`src/rtl/rpn_tokenizer_if.sv`:
```
// Byte-in / token-out bundle between the UART receiver, rpn_tokenizer and op_controller.
interface rpn_tokenizer_if #(
    parameter int unsigned WIDTH = 16
);
    logic [7:0]       rx_data;
    logic             rx_valid;
    logic             rx_ready;
    logic             num_valid;
    logic [WIDTH-1:0] num_value;
    logic             is_op;
    logic [3:0]       op;
    logic [1:0]       arg_cnt;
    logic             err;

    modport master (
        output rx_data, rx_valid,
        input  rx_ready, num_valid, num_value, is_op, op, arg_cnt, err
    );

    modport slave (
        input  rx_data, rx_valid,
        output rx_ready, num_valid, num_value, is_op, op, arg_cnt, err
    );
endinterface

```
`src/rtl/rpn_tokenizer.sv`:
```
// Turns an ASCII byte stream into RPN tokens: unsigned number pushes and operator strobes.
// An operator that terminates a number is deferred one cycle so num_valid and is_op never coincide.
module rpn_tokenizer #(
    parameter int unsigned WIDTH = 16
) (
    input  logic           clk,
    input  logic           rst,
    rpn_tokenizer_if.slave bus
);
    localparam int unsigned AW = WIDTH + 4;

    typedef enum logic [1:0] {IDLE, NUM, EMIT_OP} state_t;

    state_t           state, state_nx;
    logic [WIDTH-1:0] acc, acc_nx;
    logic             ovf, ovf_nx;
    logic [3:0]       pend_op, pend_op_nx;
    logic [1:0]       pend_cnt, pend_cnt_nx;

    logic             rdy_q, rdy_nx;
    logic             nv_q, nv_nx;
    logic [WIDTH-1:0] val_q, val_nx;
    logic             iop_q, iop_nx;
    logic [3:0]       op_q, op_nx;
    logic [1:0]       cnt_q, cnt_nx;
    logic             err_q, err_nx;

    logic             is_digit, is_sep, is_opch;
    logic [3:0]       digit, code;
    logic [1:0]       cnt;
    logic [AW-1:0]    prod;

    // Character classification and operator decode
    always_comb begin
        is_digit = (bus.rx_data >= 8'h30) && (bus.rx_data <= 8'h39);
        digit    = 4'(bus.rx_data - 8'h30);
        is_sep   = (bus.rx_data == 8'h20) || (bus.rx_data == 8'h0D) || (bus.rx_data == 8'h0A);
        is_opch  = 1'b1;
        code     = 4'h0;
        cnt      = 2'd2;
        case (bus.rx_data)
            8'h2B:   code = 4'h0;
            8'h2D:   code = 4'h1;
            8'h2A:   code = 4'h2;
            8'h2F:   code = 4'h3;
            8'h2E: begin
                code = 4'h4;
                cnt  = 2'd1;
            end
            default: begin
                is_opch = 1'b0;
                code    = 4'hf;
                cnt     = 2'd0;
            end
        endcase
        // Wide enough that acc*10+9 never wraps; the top bits flag overflow
        prod = AW'(acc) * AW'(10) + AW'(digit);
    end

    // Next-state and output logic
    always_comb begin
        state_nx    = state;
        acc_nx      = acc;
        ovf_nx      = ovf;
        pend_op_nx  = pend_op;
        pend_cnt_nx = pend_cnt;
        nv_nx       = 1'b0;
        val_nx      = val_q;
        iop_nx      = 1'b0;
        op_nx       = op_q;
        cnt_nx      = cnt_q;
        err_nx      = 1'b0;

        case (state)
            IDLE: begin
                if (bus.rx_valid) begin
                    if (is_digit) begin
                        acc_nx   = WIDTH'(digit);
                        ovf_nx   = 1'b0;
                        state_nx = NUM;
                    end else if (is_opch) begin
                        iop_nx = 1'b1;
                        op_nx  = code;
                        cnt_nx = cnt;
                    end else if (!is_sep) begin
                        err_nx = 1'b1;
                        op_nx  = 4'hf;
                        cnt_nx = 2'd0;
                    end
                end
            end
            NUM: begin
                if (bus.rx_valid) begin
                    if (is_digit) begin
                        acc_nx = prod[WIDTH-1:0];
                        ovf_nx = ovf | (|prod[AW-1:WIDTH]);
                    end else begin
                        if (is_sep || is_opch) begin
                            if (ovf) begin
                                err_nx = 1'b1;
                            end else begin
                                nv_nx  = 1'b1;
                                val_nx = acc;
                            end
                        end else begin
                            err_nx = 1'b1;
                        end
                        if (is_opch) begin
                            pend_op_nx  = code;
                            pend_cnt_nx = cnt;
                            state_nx    = EMIT_OP;
                        end else begin
                            state_nx = IDLE;
                        end
                    end
                end
            end
            EMIT_OP: begin
                // Any byte arriving here is dropped
                iop_nx   = 1'b1;
                op_nx    = pend_op;
                cnt_nx   = pend_cnt;
                err_nx   = bus.rx_valid;
                state_nx = IDLE;
            end
            default: state_nx = IDLE;
        endcase

        rdy_nx = (state_nx != EMIT_OP);
    end

    always_ff @(posedge clk or posedge rst) begin
        if (rst) begin
            state    <= IDLE;
            acc      <= '0;
            ovf      <= 1'b0;
            pend_op  <= 4'hf;
            pend_cnt <= 2'd0;
            rdy_q    <= 1'b1;
            nv_q     <= 1'b0;
            val_q    <= '0;
            iop_q    <= 1'b0;
            op_q     <= 4'hf;
            cnt_q    <= 2'd0;
            err_q    <= 1'b0;
        end else begin
            state    <= state_nx;
            acc      <= acc_nx;
            ovf      <= ovf_nx;
            pend_op  <= pend_op_nx;
            pend_cnt <= pend_cnt_nx;
            rdy_q    <= rdy_nx;
            nv_q     <= nv_nx;
            val_q    <= val_nx;
            iop_q    <= iop_nx;
            op_q     <= op_nx;
            cnt_q    <= cnt_nx;
            err_q    <= err_nx;
        end
    end

    assign bus.rx_ready  = rdy_q;
    assign bus.num_valid = nv_q;
    assign bus.num_value = val_q;
    assign bus.is_op     = iop_q;
    assign bus.op        = op_q;
    assign bus.arg_cnt   = cnt_q;
    assign bus.err       = err_q;
endmodule

```
`src/flat_wrapper.sv`:
```
// flat-port wrapper written by rule: the top's interface ports become plain ports
module rpn_tokenizer_flat 
#(
    parameter int unsigned WIDTH = 16
)
  (clk, rst, bus_rx_data, bus_rx_valid, bus_rx_ready, bus_num_valid, bus_num_value, bus_is_op, bus_op, bus_arg_cnt, bus_err);
  rpn_tokenizer_if #(.WIDTH(WIDTH)) bus_i ();
  input  logic clk;
  input  logic rst;
  input wire logic [$bits(bus_i.rx_data)-1:0] bus_rx_data;
  input wire logic [$bits(bus_i.rx_valid)-1:0] bus_rx_valid;
  output wire logic [$bits(bus_i.rx_ready)-1:0] bus_rx_ready;
  output wire logic [$bits(bus_i.num_valid)-1:0] bus_num_valid;
  output wire logic [$bits(bus_i.num_value)-1:0] bus_num_value;
  output wire logic [$bits(bus_i.is_op)-1:0] bus_is_op;
  output wire logic [$bits(bus_i.op)-1:0] bus_op;
  output wire logic [$bits(bus_i.arg_cnt)-1:0] bus_arg_cnt;
  output wire logic [$bits(bus_i.err)-1:0] bus_err;
  assign bus_i.rx_data = bus_rx_data;
  assign bus_i.rx_valid = bus_rx_valid;
  assign bus_rx_ready = bus_i.rx_ready;
  assign bus_num_valid = bus_i.num_valid;
  assign bus_num_value = bus_i.num_value;
  assign bus_is_op = bus_i.is_op;
  assign bus_op = bus_i.op;
  assign bus_arg_cnt = bus_i.arg_cnt;
  assign bus_err = bus_i.err;
  rpn_tokenizer #(.WIDTH(WIDTH)) u_core (.clk(clk), .rst(rst), .bus(bus_i));
endmodule
```
`config.mk`:
```
export PLATFORM = sky130hd
export DESIGN_NAME = rpn_tokenizer_flat
export DESIGN_NICKNAME = d
export VERILOG_FILES = /design/src/rtl/rpn_tokenizer_if.sv /design/src/rtl/rpn_tokenizer.sv /design/src/flat_wrapper.sv
export SDC_FILE = /design/constraint.sdc
export NUM_CORES = 1
export LEC_CHECK = 0
export BUFFER_PORTS_ARGS = -buffer_cell sky130_fd_sc_hd__buf_2
export CAP_MARGIN = 20
export CORE_ASPECT_RATIO = 2
export CORE_MARGIN = 1
export CORE_UTILIZATION = 35
export DETAILED_ROUTE_END_ITERATION = 10
export GPL_TIMING_DRIVEN = 0
export SETUP_SLACK_MARGIN = 0.02
export SYNTH_ARGS = -nofsm -noshare
export SYNTH_HDL_FRONTEND = slang
export SYNTH_SLANG_ARGS = --single-unit
```
`constraint.sdc`:
```
create_clock -name clk -period 3.1 [get_ports clk]
set_clock_uncertainty 0.05 [all_clocks]
set_input_delay 0.465 -clock clk [delete_from_list [all_inputs] [get_ports clk]]
set_output_delay 0.465 -clock clk [all_outputs]
set_load 0.05 [all_outputs]
```
==> results.sh <==
export IMPL_syn_avg_cell_area_um2=10.1
export IMPL_synth_edff_count=0
export IMPL_fin_cells=522
export IMPL_gp_congestion=0.874
export IMPL_final_hold_violation_count=0
export IMPL_ys_async_sr_fraction_pct=100
export IMPL_p_total_mw=1.61
export IMPL_vdd_drop_max_mv=0.277
export IMPL_period_share_pct=104
export IMPL_cts_made_buffers=5
export IMPL_netlist_top_cells_count="dfrtp_1, ha_1, nand2_1"
export IMPL_setup_viol=4
export IMPL_synth_nets=385
export IMPL_ff2ff_path_depth=12
export IMPL_track_usage_pct=17.1
export IMPL_postRouteAntennaNets=0
export IMPL_synth_distinct_cells=59
export IMPL_ioPinCount=37
export IMPL_slew_viol_final=0
export IMPL_design_die_area_mm2=0.0103
export IMPL_seq_power_share_pct=43.6
export IMPL_fp_row_count=51
export IMPL_final_core_util_pct=42.6
export IMPL_cp_data_required_time_ns=3.25
export IMPL_grt_ovfl_total=0
export IMPL_drt_wl_total_um=8190
export IMPL_finalNetCount=433
export IMPL_period_minus_slack_ns=3.22
export IMPL_p_leak_nw=2.02
export IMPL_crit_path_end_kind="flip-flop"
export IMPL_power_switching_uw=424
export IMPL_hold_buffers=0
export IMPL_synthFlopType="dfrtp_1"
export IMPL_htreeDepth=2
export IMPL_setup_worst_path_start="u_core.acc[3]$_DFFE_PP0P_"
export IMPL_die_h_um=142
export IMPL_yosysMostFrequentCell="dfrtp_1"
export IMPL_cp_slowest_cell="a221o_2"
export IMPL_grt_max_degree=37
export IMPL_p_per_area_mw_per_mm2=392
export IMPL_synth_top_area_cell="dfrtp_1"
export IMPL_status="complete, but fails checks"
export IMPL_clockPowerShare_pct=39.3
export IMPL_max_freq_mhz=311
export IMPL_crit_family="adder cells"
export IMPL_synth_top_area_share_pct=30.4
export IMPL_grt_setup_unrepaired="true"
export IMPL_path_cells="ha_1 -> ha_2 -> fa_2 -> a21o_1 -> a221o_2 -> xor2_2 -> nor4b_4 -> buf_4 -> mux2i_1 -> nor3_2 -> xor2_1 -> o31ai_1"
export IMPL_cts_tree="built"
export IMPL_vias=2714
export IMPL_relSlewSlack_pct=59.5
export IMPL_netlist_area_mm2=0.00345
export IMPL_worstMarginPinSlew_ns=0.606
export IMPL_via_per_inst=5.20
export IMPL_comb_power_share_pct=17.0
export IMPL_grt_pass1_vias=2824
export IMPL_clkSlewWorstSetupHoldPaths_ns=0.07
export IMPL_place_inst=508
export IMPL_drt_iter0_markers=111
export IMPL_yosys_warnings=0
export IMPL_crit_path_max_fanout=4
export IMPL_grt_pass1_wl_um=13400
export IMPL_path_buf_inv=1
export IMPL_drv_cap=0
export IMPL_io_buffers=34
export IMPL_antenna_found_initial=0
export IMPL_dieWidth_um=72.2
export IMPL_postSynthCellCount=341
export IMPL_crit_type="reg2reg"
export IMPL_r2r_end="u_core.acc[12]$_DFFE_PP0P_"
export IMPL_syn_to_final_growth_pct=18.9
export IMPL_cts_buffer_depth=2
export IMPL_r2r_start="u_core.acc[3]$_DFFE_PP0P_"
export IMPL_hp_class="in2async"
export IMPL_setup_slack_ns=-0.117
export IMPL_startpoint_type="flip-flop"
export IMPL_internal_power_mw=1.19
export IMPL_violations="negative setup slack"
export IMPL_synthTopCellsByArea="dfrtp_1, ha_1, dfstp_2"
export IMPL_rrSetupSlack_ns=-0.12
export IMPL_drc=0
export IMPL_cpPeakStageDelay_ns=0.42
export IMPL_ys_seq_area_share_pct=37.3
export IMPL_fillers=943
export IMPL_synth_seq_cells=51
export IMPL_arrival_ns=3.36
export IMPL_core_area_mm2=0.00964
export IMPL_cts_root_buf="clkbuf_16"
export IMPL_antenna_cells=0
export IMPL_hold_slack_ns=0.0861
export IMPL_post_dp_hpwl_um=6560
export IMPL_first_pass_iters=4
export IMPL_wl_per_cell_um=15.7
export IMPL_layout_drive_gt1_share_pct=29.7
export IMPL_cts_sinks=51
export IMPL_clk_latency_ns=0.30
export IMPL_initial_core_util_pct=35.8
export IMPL_swShare_pct=26.3
==> through the flow <==
| step | setup slack (ns) | cell area, um2 | TNS [ns] |
|---|---|---|---|
| after floorplan | 0.0112 | 3480 | 0 |
| after global placement | -0.258 | 3810 | -0.744 |
| after detailed placement | -0.303 | 3830 | -0.900 |
| after CTS | -0.139 | 4060 | -0.316 |
| after global routing | -0.268 | 4110 | -0.878 |
| final | -0.117 | 4110 | -0.245 |
==> flip-flops by register name, indices dropped and copies added, names as in the netlist <==
name	cells
u_core.acc	16
u_core.bus.rx_ready	1
u_core.bus.err	1
u_core.ovf	1
u_core.state	2
u_core.bus.is_op	1
u_core.pend_cnt	2
u_core.pend_op	4
u_core.bus.num_valid	1
u_core.bus.arg_cnt	2
u_core.bus.num_value	16
u_core.bus.op	4
==> power groups by stage <==
stage | Clock (mW) | Sequential [mW] | Combinational (mW)
after floorplan | 0 | 0.725 | 0.186
after detailed placement | 0 | 0.718 | 0.258
after CTS | 0.645 | 0.702 | 0.279
after global placement | 0 | 0.718 | 0.247
after global routing | 0.668 | 0.704 | 0.312
final | 0.633 | 0.702 | 0.274
==> how the worst max path moves through the flow <==
stage / endpoint / depth (start not counted)
after floorplan: u_core.acc[12]$_DFFE_PP0P_ / 11
after CTS: u_core.acc[12]$_DFFE_PP0P_ / 12
final: u_core.acc[12]$_DFFE_PP0P_ / 12
after global routing: u_core.ovf$_DFFE_PP0P_ / 11
after global placement: u_core.acc[12]$_DFFE_PP0P_ / 11
after detailed placement: u_core.ovf$_DFFE_PP0P_ / 11
==> cell usage in the layout (no fill, tap or decap), types with 13 or more instances in the layout <==
cell type  Yosys  routed
a21oi_1       18      17
buf_2          5      39
dfrtp_1       42      42
ha_1          31      27
inv_1         14      13
mux2_2        17      17
nand2_1       29      29
nor2_1        20      20
o21ai_0       19      19
xnor2_1       17      16
==> cell type report <==
cell class	instances	area [um2]	area share, %
multi-input cells	261	2110	51.5
clock inverters	3	43.8	1.07
plain buffers	15	81.3	1.98
flip-flops and latches	51	1290	31.4
well taps	132	165	4.02
repair buffers	41	235	5.73
inverters	14	52.6	1.28
clock buffers	5	125	3.05
==> routing by layer <==
metal  track usage, %  vias up  wire (um)  part of all wire, %
met5                0        -          0                    0
met4             11.8        0        461                  5.6
met3             1.77       22        138                  1.7
met2             34.0       45       4790                   59
met1             15.1     1326       2800                   34
li1                 -     1321          -                    -
==> cells by family (layout without fill, tap and decap cells) <==
| family | Yosys count | count (layout) | synth area share, % |
|---|---|---|---|
| adders and majority gates | 33 | 33 | 12.4 |
| buffers and inverters | 29 | 78 | 3.88 |
| AOI/OAI and AO/OA | 81 | 81 | 16.5 |
| xor gates and xnor gates | 25 | 25 | 6.78 |
| muxes | 21 | 21 | 6.74 |
| and+or+nand+nor | 101 | 101 | 16.4 |
| DFF | 51 | 51 | 37.3 |
==> worst register-to-register path, delay by kind of cell (launching register included) <==
family          cells  cell delay [ns]
flops               1             0.39
fa+ha+maj           3             0.83
buf+inv             1             0.18
xor+xnor            2             0.37
mux                 1             0.22
compound gates      3             0.80
simple gates        2             0.29
==> what timing repair did <==
item	4_1_cts	5_1_grt
pin swaps	3	4
setup endpoints to repair	4	5
gates cloned	0	0
gates resized for setup	4	7
endpoints found under the hold margin	0	0
buffers inserted	4	2
Note: power is estimated with default switching activity, not from simulation.
